## config.mk

```make
export PLATFORM = sky130hd
export DESIGN_NAME = pipe_irq_ctrl_flat
export DESIGN_NICKNAME = d
export VERILOG_FILES = /design/src/rtl/pipe_irq_ctrl_if.sv /design/src/rtl/pipe_irq_ctrl.sv /design/src/flat_wrapper.sv
export SDC_FILE = /design/constraint.sdc
export NUM_CORES = 1
export LEC_CHECK = 0
export BUFFER_PORTS_ARGS = -buffer_cell sky130_fd_sc_hd__clkbuf_2
export CAP_MARGIN = 25
export CELL_PAD_IN_SITES_DETAIL_PLACEMENT = 2
export CELL_PAD_IN_SITES_GLOBAL_PLACEMENT = 2
export CORE_MARGIN = 2
export CORE_UTILIZATION = 21
export DETAILED_ROUTE_END_ITERATION = 8
export PLACE_DENSITY_LB_ADDON = 0.1
export SLEW_MARGIN = 20
export SYNTH_ARGS = -nofsm -noshare
export SYNTH_HDL_FRONTEND = slang
export SYNTH_SLANG_ARGS = --single-unit
```

## constraint.sdc

```tcl
create_clock -name clk_in -period 1.8 [get_ports clk_in]
set_clock_uncertainty 0.05 [all_clocks]
set_input_delay 0.09 -clock clk_in [delete_from_list [all_inputs] [get_ports clk_in]]
set_output_delay 0.09 -clock clk_in [all_outputs]
set_load 0.05 [all_outputs]
```

## src/rtl/pipe_irq_ctrl_if.sv

```systemverilog
// Pipeline sequencer interface.
// Groups the stage stall requests, the EX redirect/trap inputs and the
// sequencer outputs (stall vector, flushes, redirect address, trap state).
//   master : core side, drives requests and consumes the sequencer outputs
//   slave  : pipe_irq_ctrl side
interface pipe_irq_ctrl_if #(
    parameter int ADDR_WIDTH  = 32,
    parameter int CAUSE_WIDTH = 4
);
    logic                   stall_req_if_in;
    logic                   stall_req_id_in;
    logic                   stall_req_ex_in;
    logic                   stall_req_mem_in;
    logic                   jump_req_in;
    logic [ADDR_WIDTH-1:0]  jump_target_in;
    logic [ADDR_WIDTH-1:0]  ex_pc_in;
    logic                   irq_in;
    logic [CAUSE_WIDTH-1:0] irq_cause_in;
    logic                   irq_enable_in;
    logic [ADDR_WIDTH-1:0]  trap_vector_in;
    logic                   mret_in;

    logic [5:0]             stall_out;
    logic                   jump_flush_out;
    logic                   interrupt_flush_out;
    logic [ADDR_WIDTH-1:0]  flush_address_out;
    logic                   irq_ack_out;
    logic [ADDR_WIDTH-1:0]  epc_out;
    logic [CAUSE_WIDTH-1:0] cause_out;
    logic                   in_isr_out;

    modport master (
        output stall_req_if_in, stall_req_id_in, stall_req_ex_in, stall_req_mem_in,
               jump_req_in, jump_target_in, ex_pc_in, irq_in, irq_cause_in,
               irq_enable_in, trap_vector_in, mret_in,
        input  stall_out, jump_flush_out, interrupt_flush_out, flush_address_out,
               irq_ack_out, epc_out, cause_out, in_isr_out
    );

    modport slave (
        input  stall_req_if_in, stall_req_id_in, stall_req_ex_in, stall_req_mem_in,
               jump_req_in, jump_target_in, ex_pc_in, irq_in, irq_cause_in,
               irq_enable_in, trap_vector_in, mret_in,
        output stall_out, jump_flush_out, interrupt_flush_out, flush_address_out,
               irq_ack_out, epc_out, cause_out, in_isr_out
    );
endinterface

```

## src/rtl/pipe_irq_ctrl.sv

```systemverilog
// Central pipeline sequencer for the 5-stage core.
// Merges stage stall requests into the 6-bit stall vector
// ([0]=PC .. [5]=WB, 1 = stop), arbitrates EX branch/jump redirects
// against interrupt entry/return, and holds EPC/cause for the trap path.
// Ports:
//   clk_in     : core clock, rising edge
//   reset_n_in : asynchronous active-low reset
//   bus        : pipe_irq_ctrl_if slave modport (requests in, controls out)
module pipe_irq_ctrl #(
    parameter int ADDR_WIDTH  = 32,
    parameter int CAUSE_WIDTH = 4
) (
    input  logic            clk_in,
    input  logic            reset_n_in,
    pipe_irq_ctrl_if.slave  bus
);

    typedef enum logic [2:0] {
        ST_RUN,
        ST_DRAIN,
        ST_ENTER,
        ST_ISR,
        ST_RETURN
    } state_t;

    state_t                 state_q, state_d;
    logic [ADDR_WIDTH-1:0]  epc_q, epc_d;
    logic [CAUSE_WIDTH-1:0] cause_q, cause_d;
    logic                   in_isr_q, in_isr_d;

    logic [5:0]             stall_merge;
    logic [5:0]             stall_c;
    logic                   jump_flush_c;
    logic                   int_flush_c;
    logic [ADDR_WIDTH-1:0]  flush_addr_c;
    logic                   irq_ack_c;
    logic                   any_stall_req;
    logic                   irq_pending;

    assign any_stall_req = bus.stall_req_if_in | bus.stall_req_id_in |
                           bus.stall_req_ex_in | bus.stall_req_mem_in;
    assign irq_pending   = bus.irq_in & bus.irq_enable_in;

    // Deepest requesting stage stops itself and everything upstream.
    always_comb begin
        stall_merge = '0;
        if (bus.stall_req_mem_in)      stall_merge = 6'b011111;
        else if (bus.stall_req_ex_in)  stall_merge = 6'b001111;
        else if (bus.stall_req_id_in)  stall_merge = 6'b000111;
        else if (bus.stall_req_if_in)  stall_merge = 6'b000011;
    end

    always_ff @(posedge clk_in or negedge reset_n_in) begin
        if (!reset_n_in) begin
            state_q  <= ST_RUN;
            epc_q    <= '0;
            cause_q  <= '0;
            in_isr_q <= 1'b0;
        end else begin
            state_q  <= state_d;
            epc_q    <= epc_d;
            cause_q  <= cause_d;
            in_isr_q <= in_isr_d;
        end
    end

    always_comb begin
        state_d      = state_q;
        epc_d        = epc_q;
        cause_d      = cause_q;
        in_isr_d     = in_isr_q;
        stall_c      = stall_merge;
        jump_flush_c = 1'b0;
        int_flush_c  = 1'b0;
        flush_addr_c = '0;
        irq_ack_c    = 1'b0;

        case (state_q)
            ST_RUN: begin
                // A same-cycle jump is honoured; the drain begins next cycle.
                if (bus.jump_req_in) begin
                    jump_flush_c = 1'b1;
                    flush_addr_c = bus.jump_target_in;
                end
                if (irq_pending) state_d = ST_DRAIN;
            end
            ST_DRAIN: begin
                stall_c[0] = 1'b1;
                if (!irq_pending) begin
                    state_d = ST_RUN;
                end else if (!any_stall_req) begin
                    // A jump resolving on the release cycle is where the
                    // interrupted program must resume.
                    epc_d   = bus.jump_req_in ? bus.jump_target_in : bus.ex_pc_in;
                    cause_d = bus.irq_cause_in;
                    state_d = ST_ENTER;
                end
            end
            ST_ENTER: begin
                stall_c      = '0;
                int_flush_c  = 1'b1;
                flush_addr_c = bus.trap_vector_in;
                irq_ack_c    = 1'b1;
                in_isr_d     = 1'b1;
                state_d      = ST_ISR;
            end
            ST_ISR: begin
                if (bus.mret_in) begin
                    state_d = ST_RETURN;
                end else if (bus.jump_req_in) begin
                    jump_flush_c = 1'b1;
                    flush_addr_c = bus.jump_target_in;
                end
            end
            ST_RETURN: begin
                int_flush_c  = 1'b1;
                flush_addr_c = epc_q;
                in_isr_d     = 1'b0;
                state_d      = ST_RUN;
            end
            default: begin
                state_d = ST_RUN;
            end
        endcase
    end

    assign bus.stall_out           = stall_c;
    assign bus.jump_flush_out      = jump_flush_c;
    assign bus.interrupt_flush_out = int_flush_c;
    assign bus.flush_address_out   = flush_addr_c;
    assign bus.irq_ack_out         = irq_ack_c;
    assign bus.epc_out             = epc_q;
    assign bus.cause_out           = cause_q;
    assign bus.in_isr_out          = in_isr_q;

endmodule
```

## src/flat_wrapper.sv

```systemverilog
// flat-port wrapper written by rule: the top's interface ports become plain ports
module pipe_irq_ctrl_flat 
#(
    parameter int ADDR_WIDTH  = 32,
    parameter int CAUSE_WIDTH = 4
)
  (clk_in, reset_n_in, bus_stall_req_if_in, bus_stall_req_id_in, bus_stall_req_ex_in, bus_stall_req_mem_in, bus_jump_req_in, bus_jump_target_in, bus_ex_pc_in, bus_irq_in, bus_irq_cause_in, bus_irq_enable_in, bus_trap_vector_in, bus_mret_in, bus_stall_out, bus_jump_flush_out, bus_interrupt_flush_out, bus_flush_address_out, bus_irq_ack_out, bus_epc_out, bus_cause_out, bus_in_isr_out);
  pipe_irq_ctrl_if #(.ADDR_WIDTH(ADDR_WIDTH), .CAUSE_WIDTH(CAUSE_WIDTH)) bus_i ();
  input  logic clk_in;
  input  logic reset_n_in;
  input wire logic [$bits(bus_i.stall_req_if_in)-1:0] bus_stall_req_if_in;
  input wire logic [$bits(bus_i.stall_req_id_in)-1:0] bus_stall_req_id_in;
  input wire logic [$bits(bus_i.stall_req_ex_in)-1:0] bus_stall_req_ex_in;
  input wire logic [$bits(bus_i.stall_req_mem_in)-1:0] bus_stall_req_mem_in;
  input wire logic [$bits(bus_i.jump_req_in)-1:0] bus_jump_req_in;
  input wire logic [$bits(bus_i.jump_target_in)-1:0] bus_jump_target_in;
  input wire logic [$bits(bus_i.ex_pc_in)-1:0] bus_ex_pc_in;
  input wire logic [$bits(bus_i.irq_in)-1:0] bus_irq_in;
  input wire logic [$bits(bus_i.irq_cause_in)-1:0] bus_irq_cause_in;
  input wire logic [$bits(bus_i.irq_enable_in)-1:0] bus_irq_enable_in;
  input wire logic [$bits(bus_i.trap_vector_in)-1:0] bus_trap_vector_in;
  input wire logic [$bits(bus_i.mret_in)-1:0] bus_mret_in;
  output wire logic [$bits(bus_i.stall_out)-1:0] bus_stall_out;
  output wire logic [$bits(bus_i.jump_flush_out)-1:0] bus_jump_flush_out;
  output wire logic [$bits(bus_i.interrupt_flush_out)-1:0] bus_interrupt_flush_out;
  output wire logic [$bits(bus_i.flush_address_out)-1:0] bus_flush_address_out;
  output wire logic [$bits(bus_i.irq_ack_out)-1:0] bus_irq_ack_out;
  output wire logic [$bits(bus_i.epc_out)-1:0] bus_epc_out;
  output wire logic [$bits(bus_i.cause_out)-1:0] bus_cause_out;
  output wire logic [$bits(bus_i.in_isr_out)-1:0] bus_in_isr_out;
  assign bus_i.stall_req_if_in = bus_stall_req_if_in;
  assign bus_i.stall_req_id_in = bus_stall_req_id_in;
  assign bus_i.stall_req_ex_in = bus_stall_req_ex_in;
  assign bus_i.stall_req_mem_in = bus_stall_req_mem_in;
  assign bus_i.jump_req_in = bus_jump_req_in;
  assign bus_i.jump_target_in = bus_jump_target_in;
  assign bus_i.ex_pc_in = bus_ex_pc_in;
  assign bus_i.irq_in = bus_irq_in;
  assign bus_i.irq_cause_in = bus_irq_cause_in;
  assign bus_i.irq_enable_in = bus_irq_enable_in;
  assign bus_i.trap_vector_in = bus_trap_vector_in;
  assign bus_i.mret_in = bus_mret_in;
  assign bus_stall_out = bus_i.stall_out;
  assign bus_jump_flush_out = bus_i.jump_flush_out;
  assign bus_interrupt_flush_out = bus_i.interrupt_flush_out;
  assign bus_flush_address_out = bus_i.flush_address_out;
  assign bus_irq_ack_out = bus_i.irq_ack_out;
  assign bus_epc_out = bus_i.epc_out;
  assign bus_cause_out = bus_i.cause_out;
  assign bus_in_isr_out = bus_i.in_isr_out;
  pipe_irq_ctrl #(.ADDR_WIDTH(ADDR_WIDTH), .CAUSE_WIDTH(CAUSE_WIDTH)) u_core (.clk_in(clk_in), .reset_n_in(reset_n_in), .bus(bus_i));
endmodule
```

==> impl_results.md, run 1 <==
* Status: finished with violations
* Failing checks: negative setup slack
* Placed wire-length estimate at 8184 µm
* Core Box Area at 11,910 µm²
* Setup Viol. Count Final at 33
* CTS max path bufs at 2
* Worst hold path class: in2reg
* PD cells at 699.6 nW/µm²
* Antenna viol nets, final at 0
* Initial DRC Count at 92
* Seq/Total Area, Yosys at 39.47%
* Total number of vias at 3,007
* Critical Path RT at 1.66 ns
* GPL Wtd Cong at 0.7306
* Diode count at 0
* CTS tree: yes
* Seq pwr share at 31.4%
* Clock sink count at 40
* Dpl cell area at 3780 µm²
* Initial Util at 21.29%
* Area growth syn-to-layout at 89.39%
* Power Internal at 2.047 mW
* DR pass1 iterations at 4
* Final #Nets at 603
* Max Cap Viol at 0
* Worst-margin pin slew at 0.5441 ns
* Aggregate routed wire length at 11,850 µm
* Combinational share of power at 41.7%
* Area contributors post-synth: dfrtp_1, mux2_2, o21ai_0
* Share of the synthesized area in the top cell type at 39.47%
* Gr ovfl total at 0
* Yosys top cell by area: dfrtp_1
* Reg clk slew, reported paths at 0.06 ns
* Warnings from Yosys at 0
* Setup CP Type: reg2out
* Crit. End Element: output port
* Via-to-Cell Ratio at 4.691
* Number of port buffers at 186
* First-pass GRT wire length at 18,110 µm
* CP Launch Type: flip-flop
* Syn_nets at 402
* Critical Path Fanout Max at 5
* Design area at 4803 µm²
* Die Ht at 113.9 µm
* Static Leakage at 2.449 nW
* Non-Filler Instances at 641
* Filler cell count at 1,309
* Clock Power Share at 26.8%
* Syn_area_per_cell at 8.686 µm²
* Vias in the first global route at 3,303
* Final period utilization at 108.2%
* Final setup margin at -0.1472 ns
* Io pins at 188
* Largest net degree at the start of global routing at 66
* Final Critical Period at 1.947 ns
* Worst slew margin at 63.73%
* Most frequent cells in the layout: clkbuf_2, mux2_2, dfrtp_1
* DIE AREA at 12,970 µm²
* DRC violations left at 0
* Most common cell after layout, fill and taps aside: clkbuf_2
* H-tree depth at 2
* Fmax at 0.5136 GHz
* Final hold violations at 0
* Distinct cells, synth at 25
* Arr. time, crit path at 1.81 ns
* Max rail drop VDD at 0.0003610 V
* Row count at 40
* Sw Pwr at 1.313 mW
* TNS Setup at -4.210 ns
* CTS Root Cell: clkbuf_16
* Num CTS Buffers at 5
* Placed Instances at 614
* Tot Pwr at 3.360 mW
* Max Slew Vio Count at 0
* Routed len/inst at 18.48 µm
* Synthesized instance count at 292
* Share of cells above drive strength 1 at 64.17%
* Initial antenna violation count at 0
* Synth Cell Area at 2536 µm²
* Overall Global Routing Usage at 17.86%
* Die width at 113.9 µm
* Worst slack at placement at 0.02085 ns
* Skew-Pair Late Insertion Delay at 0.28 ns
* RSZ-0062 raised after global routing: true
* Synthesized flop and latch total at 40
* Sw Ratio at 39.08%
## power groups by stage
stage                     clock, mW  combinational [mW]  sequential (mW)
after global placement            0                1.12             1.07
after floorplan                   0               0.487             1.33
after CTS                     0.937                1.27             1.06
after detailed placement          0                1.14             1.07
after global routing          0.977                1.48             1.07
final                         0.902                1.40             1.06
## final timing paths
| path | from | end | slack, ns | cells after the start |
|---|---|---|---|---|
| min in group asynchronous | reset_n_in | u_core.bus.epc_out[2]$_DFFE_PN0P_ | 0.27 | 2 |
| hold / removal | bus_irq_cause_in[1] | u_core.bus.cause_out[1]$_DFFE_PN0P_ | 0.00005 | 2 |
| setup / recovery | u_core.state_q[0]$_DFFE_PN0P_ | bus_flush_address_out[9] | -0.15 | 6 |
| max in group asynchronous | reset_n_in | u_core.state_q[0]$_DFFE_PN0P_ | 0.89 | 3 |
| hold reg to reg | u_core.bus.in_isr_out$_DFFE_PN0P_ | u_core.bus.in_isr_out$_DFFE_PN0P_ | 0.45 | 2 |
| setup reg to reg | u_core.state_q[1]$_DFFE_PN0P_ | u_core.bus.epc_out[10]$_DFFE_PN0P_ | 0.11 | 5 |
## critical path: stages, from the launching register on
cell and delay [ns]:
dfrtp_2 0.48, and3b_2 0.27, o21ai_4 0.22, buf_12 0.17
clkbuf_16 0.16, o21ai_2 0.07, buf_8 0.16
## per-layer routing
metal	up-vias	routed length [µm]	global-route usage [%]
met5	-	0	0
met3	5	649	3.985
met1	1480	4815	22.02
li1	1418	-	-
met2	104	6329	32.53
met4	0	52	2.602
## synth_stat cells
master,instances
a211oi_1,1
a21oi_1,2
a22oi_1,32
and2_1,1
and3b_1,1
buf_1,1
buf_2,6
buf_4,1
buf_6,3
clkbuf_1,12
conb_1,1
dfrtp_1,40
inv_1,34
mux2_2,37
nand2_1,34
nand4_4,1
nand4b_1,1
nor2_1,10
nor2b_1,1
nor3_1,1
nor3b_1,3
nor4_4,1
o21a_1,1
o21ai_0,66
or2_2,1
## metrics by stage
step                      util (%)  hold slack [ns]
final                        40.33       0.00005002
after global routing         40.33         0.001374
after CTS                    37.70        0.0001329
after detailed placement     31.73          0.05771
after global placement       31.73          0.05887
after floorplan                  -          -0.2556
## cell type report
cell class              instances  area, µm²  share of cell area, %
repair buffers                217       1738                  36.18
multi-input cells             195       1600                  33.32
flip-flops and latches         40       1005                  20.92
well taps                     147      183.9                  3.829
clock buffers                   6      138.9                  2.891
inverters                      34      127.6                  2.657
clock inverters                 2      10.01                 0.2084
## sequential cells by signal, indices dropped and copies added (netlist names)
| register | flops |
|---|---|
| u_core.bus.epc_out | 32 |
| u_core.state_q | 3 |
| u_core.bus.in_isr_out | 1 |
| u_core.bus.cause_out | 4 |
## logic make-up (layout without fill, tap and decap cells)
kind of cell,after synthesis,after routing,synth area share (%)
AO/OA/AOI/OAI,102,102,23.48
multiplexers,37,37,16.43
other,1,1,0.1479
buffers and inverters,57,259,9.768
flip-flops,40,40,39.47
AND/OR/NAND/NOR,55,55,10.71
## timing repair
item | in CTS | in global routing
hold endpoints to repair | 20 | 0
gates cloned | 4 | 3
pin swaps | 8 | 13
setup buffers | 7 | 2
gates resized for setup | 103 | 74
setup endpoints to repair | 39 | 54
hold buffers | 3 | 0
Note: power is estimated with default switching activity, not from simulation.
==> run 2: changes to the inputs <==
- GPL_TIMING_DRIVEN: unset -> 0
==> impl_results.md, run 2 (synthesis gave the netlist of run 1 again) <==
* Routed len/inst at 18.84 µm (+2.0%)
* Via-to-Cell Ratio at 4.678 (-0.28%)
* Initial DRC Count at 42 (-54%)
* Worst slew margin at 57.95% (-5.8 points)
* Tot Pwr at 3.375 mW (+0.42%)
* Worst hold path class: in2reg
* CTS tree: yes
* Worst slack at placement at -0.9742 ns (-0.9950 ns)
* Placed Instances at 624 (+1.6%)
* Fmax at 0.5216 GHz (+1.6%)
* Most common cell after layout, fill and taps aside: clkbuf_2
* Vias in the first global route at 3,384 (+2.5%)
* Clock sink count at 40 (unchanged)
* Die Ht at 113.9 µm (unchanged)
* Skew-Pair Late Insertion Delay at 0.28 ns (about the same)
* Overall Global Routing Usage at 18.89% (+1.0 points)
* Aggregate routed wire length at 12,340 µm (+4.2%)
* Final setup margin at -0.1171 ns (+0.03014 ns)
* Max Slew Vio Count at 0 (unchanged)
* Reg-to-reg slack, setup at 0.11 ns (about the same)
* Status: finished with violations
* RSZ-0062 raised after global routing: true
* PD cells at 689.8 nW/µm² (-1.4%)
* Row count at 40 (unchanged)
* Area growth syn-to-layout at 92.90%
* Gr ovfl total at 0 (unchanged)
* Max Cap Viol at 0 (unchanged)
* Worst-margin pin slew at 0.6307 ns (+0.08666 ns)
* Io pins at 188 (unchanged)
* Setup Viol. Count Final at 33 (unchanged)
* CP Buf/Inv Count at 4 (+1)
* Crit-path cells: buf_6, nor3b_4, buf_6, clkbuf_16, a22oi_2, o21ai_4, buf_8
* Cell repeated most along the worst path: buf_6
* Most frequent cells in the layout: clkbuf_2, dfrtp_1, mux2_2
* CTS max path bufs at 2 (unchanged)
* Family with the most delay on the worst path: buffers and inverters
* Share of cells above drive strength 1 at 65.16% (+0.99 points)
* Final Critical Period at 1.917 ns (-0.03014 ns)
* CP peak stage delay at 0.40 ns (-0.08 ns)
* Arr. time, crit path at 1.78 ns (-0.03 ns)
* H-tree depth at 2 (unchanged)
* Largest net degree at the start of global routing at 41 (-38%)
* Num CTS Buffers at 5 (unchanged)
* DRC violations left at 0 (unchanged)
* Setup CP Type: reg2out
* Die width at 113.9 µm (unchanged)
* Total number of vias at 3,064 (+1.9%)
* GPL Wtd Cong at 0.7510 (+2.8%)
* Diode count at 0 (unchanged)
* CTS Root Cell: clkbuf_16
* Initial Util at 21.29% (unchanged)
* First-pass GRT wire length at 19,010 µm (+5.0%)
* Max rail drop VDD at 0.0003025 V (-16%)
* Critical Path RT at 1.66 ns (about the same)
* Final hold violations at 0 (unchanged)
* Non-Filler Instances at 655 (+2.2%)
* DR pass1 iterations at 4 (unchanged)
* Failing checks: negative setup slack
* Critical Path Fanout Max at 6 (+1)
* Core Box Area at 11,910 µm² (unchanged)
* DIE AREA at 12,970 µm² (unchanged)
* Final period utilization at 106.5% (-1.7 points)
* Initial antenna violation count at 0 (unchanged)
* Placed wire-length estimate at 8816 µm (+7.7%)
* Antenna viol nets, final at 0 (unchanged)
* Final #Nets at 617 (+2.3%)
* Number of port buffers at 185 (-0.54%)
* Static Leakage at 2.484 nW (+1.4%)
* Crit. End Element: output port
* Critical-path top delay cell: dfrtp_1
* CP Launch Type: flip-flop
* Reg clk slew, reported paths at 0.06 ns (about the same)
* Max FFs per register at 32 (unchanged)
[run 2: cell types whose count changed in the layout (fill, tap and decap cells not counted), moves of 3 or more]
cell | before | now
a22oi_1 | 22 | 9
a22oi_2 | 10 | 23
clkbuf_1 | 0 | 8
buf_12 | 7 | 2
buf_4 | 9 | 13
clkbuf_8 | 3 | 7
o21ai_4 | 13 | 9
buf_8 | 33 | 30
clkbuf_16 | 9 | 12
o21ai_2 | 20 | 23
[run 2: final timing paths]
kind	to	cells after the start	start
min in group asynchronous	u_core.bus.epc_out[4]$_DFFE_PN0P_	2	reset_n_in
worst min register to register	u_core.bus.cause_out[0]$_DFFE_PN0P_	1	u_core.bus.cause_out[0]$_DFFE_PN0P_
max in group asynchronous	u_core.state_q[2]$_DFFE_PN0P_	2	reset_n_in
worst max-delay path	bus_flush_address_out[2]	7	u_core.state_q[1]$_DFFE_PN0P_
worst max register to register	u_core.bus.epc_out[24]$_DFFE_PN0P_	6	u_core.state_q[1]$_DFFE_PN0P_
worst min-delay path	u_core.state_q[2]$_DFFE_PN0P_	3	bus_mret_in
[run 2: per-layer routing]
metal | vias to the layer above | global-route usage [%] | wire length [µm]
li1 | 1444 | - | -
met1 | 1518 | 23.72 | 5314
met2 | 97 | 34.17 | 6375
met3 | 5 | 3.401 | 573
met4 | 0 | 3.415 | 79
met5 | - | 0 | 0
[run 2: where the power goes]
part	internal (mW)	total, mW	switching [mW]
registers	0.981	1.05	0.0710
clock network	0.554	0.911	0.357
logic	0.520	1.41	0.892
[run 2: area by class of cell]
cell class / count / area (µm²)
plain buffers: 23 / 259.0
well taps: 147 / 183.9
repair buffers: 208 / 1536
flip-flops and latches: 40 / 1002
inverters: 34 / 127.6
multi-input cells: 195 / 1637
clock buffers: 8 / 146.4
fillers: 1322 / 7019
[run 2: what timing repair did]
item	4_1_cts	5_1_grt
pin swaps	34	8
hold endpoints to repair	44	0
setup endpoints to repair	40	70
hold buffers	5	0
gates resized for setup	144	49
gates cloned	3	1
setup buffers	10	4
[run 2: per-stage QoR]
step / setup TNS, ns / utilization, % / hold WS, ns / area (µm²)
after floorplan: -4.278 / - / -0.2556 / 2638
after global placement: -27.95 / 31.46 / 0.2747 / 3747
after detailed placement: -28.53 / 31.48 / 0.1152 / 3750
after CTS: -4.802 / 39.55 / 0.01729 / 4711
after global routing: -4.977 / 41.07 / 0.03791 / 4892
final: -2.342 / 41.07 / 0.02276 / 4892
[run 2: worst register-to-register path, cell delays in order, from the launching register on]
cell,delay [ns]
dfrtp_1,0.40
buf_6,0.14
buf_4,0.16
nor2_2,0.14
nand4_4,0.17
buf_6,0.23
mux2_2,0.28
